**src/rtl/amo_sequencer.sv**
```systemverilog
// amo_sequencer: sequences RV32A LR.W / SC.W / AMO*.W over the shared
// ALU and data-memory port, and owns the LR/SC reservation.
// Ports:
//   clk, rst            clock, async active-high reset
//   start/amo_op/addr/rs2_data   instruction issue (captured on start)
//   mem_*               single-beat bus master (valid/ready)
//   alu_a/alu_b/alu_result       shared ALU, driven in CALC only
//   snoop_valid/snoop_addr       external writes (reservation kill)
//   rsv_clear           trap/xRET/context switch reservation drop
//   busy/done/rd_we/rd_data/misaligned   retire interface
module amo_sequencer #(
  parameter int XLEN         = 32,
  parameter int RSV_ADDR_LSB = 2,
  parameter int AMO_OP_WIDTH = 4
) (
  input  logic                    clk,
  input  logic                    rst,
  input  logic                    start,
  input  logic [AMO_OP_WIDTH-1:0] amo_op,
  input  logic [XLEN-1:0]         addr,
  input  logic [XLEN-1:0]         rs2_data,
  output logic                    mem_valid,
  output logic                    mem_we,
  output logic [XLEN-1:0]         mem_addr,
  output logic [XLEN-1:0]         mem_wdata,
  input  logic                    mem_ready,
  input  logic [XLEN-1:0]         mem_rdata,
  output logic [XLEN-1:0]         alu_a,
  output logic [XLEN-1:0]         alu_b,
  input  logic [XLEN-1:0]         alu_result,
  input  logic                    snoop_valid,
  input  logic [XLEN-1:0]         snoop_addr,
  input  logic                    rsv_clear,
  output logic                    busy,
  output logic                    done,
  output logic                    rd_we,
  output logic [XLEN-1:0]         rd_data,
  output logic                    misaligned
);

  localparam int GW = XLEN - RSV_ADDR_LSB;

  localparam logic [AMO_OP_WIDTH-1:0] AMO_OP_LR   = AMO_OP_WIDTH'(0);
  localparam logic [AMO_OP_WIDTH-1:0] AMO_OP_SC   = AMO_OP_WIDTH'(1);
  localparam logic [AMO_OP_WIDTH-1:0] AMO_OP_SWAP = AMO_OP_WIDTH'(2);

  typedef enum logic [2:0] {
    IDLE  = 3'd0,
    READ  = 3'd1,
    CALC  = 3'd2,
    WRITE = 3'd3,
    DONE  = 3'd4
  } state_e;

  state_e state_q, state_d;

  logic [AMO_OP_WIDTH-1:0] op_q, op_d;
  logic [XLEN-1:0] addr_q, addr_d;
  logic [XLEN-1:0] rs2_q, rs2_d;
  logic [XLEN-1:0] ld_q, ld_d;
  logic [XLEN-1:0] st_q, st_d;
  logic [XLEN-1:0] rd_q, rd_d;
  logic            mis_q, mis_d;
  logic            rsv_valid_q, rsv_valid_d;
  logic [GW-1:0]   rsv_addr_q, rsv_addr_d;

  logic rsv_set;
  logic sc_clr;
  logic rsv_hit;
  logic snoop_hit;

  // Snoop compares only the granule; the low bits are don't-care.
  logic unused_snoop_lsb;
  assign unused_snoop_lsb = ^snoop_addr[RSV_ADDR_LSB-1:0];

  assign rsv_hit = rsv_valid_q &&
                   (rsv_addr_q == addr[XLEN-1:RSV_ADDR_LSB]);

  always_comb begin
    state_d   = state_q;
    op_d      = op_q;
    addr_d    = addr_q;
    rs2_d     = rs2_q;
    ld_d      = ld_q;
    st_d      = st_q;
    rd_d      = rd_q;
    mis_d     = mis_q;
    mem_valid = 1'b0;
    mem_we    = 1'b0;
    mem_addr  = '0;
    mem_wdata = '0;
    alu_a     = '0;
    alu_b     = '0;
    done      = 1'b0;
    rsv_set   = 1'b0;
    sc_clr    = 1'b0;

    unique case (state_q)
      IDLE: begin
        if (start) begin
          op_d  = amo_op;
          addr_d = addr;
          rs2_d = rs2_data;
          ld_d  = '0;
          st_d  = '0;
          rd_d  = '0;
          mis_d = 1'b0;
          sc_clr = (amo_op == AMO_OP_SC);
          if (addr[1:0] != 2'b00) begin
            mis_d   = 1'b1;
            state_d = DONE;
          end else if (amo_op == AMO_OP_SC) begin
            if (rsv_hit) begin
              st_d    = rs2_data;
              state_d = WRITE;
            end else begin
              rd_d    = XLEN'(1);
              state_d = DONE;
            end
          end else begin
            state_d = READ;
          end
        end
      end
      READ: begin
        mem_valid = 1'b1;
        mem_addr  = addr_q;
        if (mem_ready) begin
          ld_d = mem_rdata;
          if (op_q == AMO_OP_LR) begin
            rd_d    = mem_rdata;
            rsv_set = 1'b1;
            state_d = DONE;
          end else begin
            state_d = CALC;
          end
        end
      end
      CALC: begin
        alu_a   = ld_q;
        alu_b   = rs2_q;
        st_d    = (op_q == AMO_OP_SWAP) ? rs2_q : alu_result;
        state_d = WRITE;
      end
      WRITE: begin
        mem_valid = 1'b1;
        mem_we    = 1'b1;
        mem_addr  = addr_q;
        mem_wdata = st_q;
        if (mem_ready) begin
          rd_d    = (op_q == AMO_OP_SC) ? '0 : ld_q;
          state_d = DONE;
        end
      end
      DONE: begin
        done    = 1'b1;
        state_d = IDLE;
      end
      default: state_d = IDLE;
    endcase
  end

  // Snoop is checked against the post-set granule so that a clear
  // arriving in the same cycle as an LR set wins.
  always_comb begin
    rsv_valid_d = rsv_valid_q;
    rsv_addr_d  = rsv_addr_q;
    if (rsv_set) begin
      rsv_valid_d = 1'b1;
      rsv_addr_d  = addr_q[XLEN-1:RSV_ADDR_LSB];
    end
    snoop_hit = snoop_valid &&
                (snoop_addr[XLEN-1:RSV_ADDR_LSB] == rsv_addr_d);
    if (rsv_clear || sc_clr || snoop_hit) begin
      rsv_valid_d = 1'b0;
    end
  end

  always_ff @(posedge clk or posedge rst) begin
    if (rst) begin
      state_q     <= IDLE;
      op_q        <= '0;
      addr_q      <= '0;
      rs2_q       <= '0;
      ld_q        <= '0;
      st_q        <= '0;
      rd_q        <= '0;
      mis_q       <= 1'b0;
      rsv_valid_q <= 1'b0;
      rsv_addr_q  <= '0;
    end else begin
      state_q     <= state_d;
      op_q        <= op_d;
      addr_q      <= addr_d;
      rs2_q       <= rs2_d;
      ld_q        <= ld_d;
      st_q        <= st_d;
      rd_q        <= rd_d;
      mis_q       <= mis_d;
      rsv_valid_q <= rsv_valid_d;
      rsv_addr_q  <= rsv_addr_d;
    end
  end

  assign busy       = (state_q != IDLE);
  assign rd_we      = done && !mis_q;
  assign misaligned = done && mis_q;
  assign rd_data    = rd_q;

endmodule

```
**config.mk**
```make
export PLATFORM = sky130hd
export DESIGN_NAME = amo_sequencer
export DESIGN_NICKNAME = d
export VERILOG_FILES = /design/src/rtl/amo_sequencer.sv
export SDC_FILE = /design/constraint.sdc
export NUM_CORES = 1
export LEC_CHECK = 0
export BUFFER_PORTS_ARGS = -buffer_cell sky130_fd_sc_hd__buf_2
export CORE_ASPECT_RATIO = 1.75
export CORE_MARGIN = 2
export CORE_UTILIZATION = 51
export CTS_CLUSTER_DIAMETER = 60
export DETAILED_ROUTE_END_ITERATION = 12
export PLACE_DENSITY = 0.8
export SLEW_MARGIN = 20
export SYNTH_ARGS = -nofsm -noshare
export SYNTH_HDL_FRONTEND = slang
export SYNTH_SLANG_ARGS = --single-unit
```
**constraint.sdc**
```tcl
create_clock -name clk -period 8.2 [get_ports clk]
set_input_delay 0.82 -clock clk [delete_from_list [all_inputs] [get_ports clk]]
set_output_delay 0.82 -clock clk [all_outputs]
set_load 0.03 [all_outputs]
```
### Word level (Yosys, flattened, before mapping)

Cells that the tools add are included.

* equality and inequality tests: 13
* muxes and demuxes: 42
* reductions and logical operators: 21

Operators with widths (number)
* $mux W32: 16
* $pmux W32 S2: 2
* $pmux W32 S3: 1
* $eq A30 B30 Y1: 2
* $mux W30: 1
* $mux W3: 7
* $mux W1: 14
* $pmux W3 S4: 1
* $eq A4 B1 Y1 const B: 2
* $ne A2 B2 Y1 const B: 4
* $reduce_bool A2 Y1: 4
* $eq A3 B2 Y1 const B: 2
* $reduce_and A3 Y1: 2
* $reduce_bool A3 Y1: 2
* $reduce_and A5 Y1: 1
* $eq A4 B2 Y1 const B: 1
* $logic_and A1 B1 Y1: 4
* $logic_not A4 Y1: 1
* $reduce_and A2 Y1: 2
* $eq A3 B1 Y1 const B: 1
* $eq A3 B3 Y1 const B: 1
* $logic_not A3 Y1: 1
* $logic_or A1 B1 Y1: 2
* $reduce_or A2 Y1: 1
* $logic_not A1 Y1: 1

* flip-flop bits (word level): 199
* input bits: 170
* output and inout bits: 166
* word-level logic and storage cells: 86

### Depth between registers and ports, before layout

* depth in word-level cells: 9
* gate-level depth with buffers: 8

### Worst setup path before layout

Ideal clock, no wire load.

* path type: register to output
* from: register state_q[1]
* to: output port alu_a[23]
* data arrival time: 1.713 ns
* required time: 7.380 ns
* setup slack: 5.667 ns
* stages on the path, launching flop included: 6
* path buffers: 3
* path through: dfrtp_1 clkbuf_1 nor3b_1 clkbuf_1 clkbuf_1 and2_1

* cells in the longest elaborated chain, start to end: 2

RTL lines
* start, declared: line 55 `state_e state_q, state_d;`
* start signal, assigned: line 192 `state_q <= state_d;`
* $eq A3 B2 Y1: line 98 `unique case (state_q)`
* $mux W32: line 98
* end, declared: line 28 `output logic [XLEN-1:0] alu_a,`

No other way between the ends.

### Final worst setup path

* from: register state_q[2]
* to: output port alu_b[22]

* cells in the longest elaborated chain, start to end: 2

RTL lines
* $eq A3 B2 Y1: line 98
* $mux W32: line 98
* end, declared: line 29 `output logic [XLEN-1:0] alu_b,`

No other way between the ends.

==> impl_metrics.yaml <==
logic_synthesis:
  yosysSeqAreaShare_pct: 48.41
  synth.area.top_cells: "dfrtp_1, nand2_1, and2_1"
  synth_cell_type_count: 44
  syn_avg_cell_area_um2: 8.529
  ys_warn_count: 0
  synth.net_count: 1376
  syn_inst: 1206
  syn-cell-area_um2: 10290
  synth_top_area_share_pct: 48.41
  ys_async_sr_fraction_pct: 100.0
  yosysTopAreaCell: "dfrtp_1"
  synth_seq_cells: 199
  ys.flop_type: "dfrtp_1"
  synth_edf_count: 0
global_route:
  grt_max_degree: 135
  grt_pass1_wl_mm: 54.25
  grt_pass1_vias: 9812
  antenna_found_initial: 6
  grt_overflow_total: 0
  grt_use_total_pct: 33.10
placement:
  hpwl_mm: 25.41
  placed_cells: 1721
  io_buffers: 333
  place.gp.congestion: 1.028
clock_tree:
  post_cts_buffers: 0
  cts_root_buffer: "clkbuf_16"
  cts-buffers-inserted: 17
  cts_sinks: 199
  path_clk_slew_ns: 0.07
  clock_latency_ns: 0.44
  h-tree-depth: 4
  cts.repair.resized: 0
  cts_hold_buf: 0
  cts_tree: "built"
  clock_path_buffers: 2
setup_path:
  rr_endpoint: "rsv_valid_q"
  r2r_setup_slack_ns: 5.23
  critPathMaxFanout: 76
  cp-start-kind: "flop"
  critPathKind: "reg2out"
  r2r-start: "state_q[1]"
  endpoint: "alu_b[22]"
  crit_arrival_ns: 2.79
  reg2reg_depth: 9
  cp.required_ns: 7.38
  crit_path_start: "state_q[2]"
  end_kind: "primary output"
sta:
  relSlewSlack_pct: 35.54
  hold_violations: 0
  period_needed_ns: 3.607
  fin_worst_skew_ns: 0.008651
  drv_slew: 0
  rsz0062_at_grt: "false"
  tns_ns: 0
  setup_viol: 0
  period_share_pct: 43.99
  max_clock_freq_ghz: 0.2773
  worst_pin_slew_ns: 0.9669
floorplan:
  start_util_pct: 52.11
  core_um2: 19740
  fp.dieArea_um2: 21370
  ios: 336
  rows: 68
  die_h_um: 191.9
  fp.dieW_um: 111.4
pwr:
  p_comb_share_pct: 45.6
  ir_drop_v: 0.0002269
  power_frac_clock_pct: 17.0
  p_sw_share_pct: 47.38
  pwr_density_cell_nw_per_um2: 385.0
  pwr-share-seq_pct: 37.3
  p_leak_nw: 6.605
  p_int_w: 0.002575
  p_switching_w: 0.002318
cells_and_area:
  num-nets-final: 1665
  final_cell_mix: "nand2_1, buf_2, dfrtp_1"
  layout-drive-gt1-share_pct: 26.39
  final_common_cell: "nand2_1"
  syn_to_final_growth_pct: 23.57
  fin_cells: 1757
drt:
  wl_per_cell_um: 20.24
  ant_nets: 0
  drt_wl_total_mm: 35.56
  route.detailed.drc: 0
  drt_iter0_drc: 603
  dr.pass1.iters: 5
  viasPerCell: 5.627
  via_count: 9887
worst_hold_path:
  min_path_type: "reg2reg"
flow_run:
  drv_cap: 0
run_status:
  status: "completed"
==> power by group through the flow <==
stage | Clock [W] | Combinational (W) | Sequential (W)
finish | 0.000832 | 0.00223 | 0.00183
global route | 0.000881 | 0.00244 | 0.00188
CTS | 0.000846 | 0.00223 | 0.00182
detailed placement | 0 | 0.00223 | 0.00183
global placement | 0 | 0.00218 | 0.00182
floorplan | 0 | 0.00145 | 0.00185
==> metrics by stage <==
step / hold WS, ns / cell area [µm²] / setup WS, ns / utilization (%) / power [W]
finish: 0.4752 / 12710 / 4.593 / 64.40 / 0.004893
global route: 0.5193 / 12710 / 4.392 / 64.38 / 0.005198
CTS: 0.4843 / 12700 / 4.553 / 64.34 / 0.004898
detailed placement: 0.4671 / 12130 / 5.059 / 61.46 / 0.004066
global placement: 0.4505 / 12130 / 5.099 / 61.46 / 0.003998
floorplan: 0.4374 / 10290 / 1.954 / - / 0.003292
==> worst min-delay path by stage <==
stage | start | end | cells past startpoint
3_5_place_dp | addr_q[0] | addr_q[0] | 2
6_report | addr_q[0] | addr_q[0] | 2
2_1_floorplan | addr_q[0] | addr_q[0] | 2
5_1_grt | addr_q[0] | addr_q[0] | 2
3_3_place_gp | addr_q[1] | addr_q[1] | 2
4_1_cts | addr_q[0] | addr_q[0] | 2
==> kinds of logic (layout without fill, tap and decap cells) <==
group	after synthesis	count (layout)	synth area share, %
and+or+nand+nor	632	632	28.42
DFF	199	199	48.41
AOI/OAI and AO/OA	179	179	10.81
buffers and inverters	102	404	3.868
xor gates and xnor gates	58	58	4.939
muxes	36	36	3.552
other	0	4	0
==> routing by layer <==
metal	global-route usage (%)	vias to the layer above	share of wire, %
met4	20.56	4	6.3
li1	-	4620	-
met2	58.49	493	52
met1	36.47	4654	35
met3	6.532	116	6.5
met5	0	-	0.076
==> layout make-up <==
type,instances,area [µm²]
clock inverters,15,143.9
diodes,4,10.01
clock buffers,17,425.4
fillers,1730,7028
flip-flops and latches,199,4980
repair buffers,348,1779
well taps,245,306.5
inverters,24,97.59
multi-input cells,905,4969
==> critical path: stages, from the launching register on <==
cell,delay (ns)
dfrtp_1,0.54
nor3b_2,0.25
buf_4,0.44
buf_4,0.65
and2_1,0.22
buf_2,0.20
==> cells in the mapped netlist (all sizes together), types with 6 or more instances <==
cell type    n
nand2      371
dfrtp      199
and2        99
clkbuf      64
o21ai       46
nor2        39
a21oi       38
nand3       35
and3        34
xor2        34
a22oi       32
a31oi       32
mux2i       32
inv         24
xnor2       24
nor4        20
buf         14
o22ai       10
nand4        9
nor3         7
a22o         6
nand2b       6
==> flip-flops by register name, summed over array words and instances (netlist names) <==
signal and count:
addr_q 32, ld_q 32, rd_data 32, rs2_q 32
st_q 32, rsv_addr_q 30, op_q 4, state_q 3
mis_q 1, rsv_valid_q 1
(Power assumes the default switching activity.)
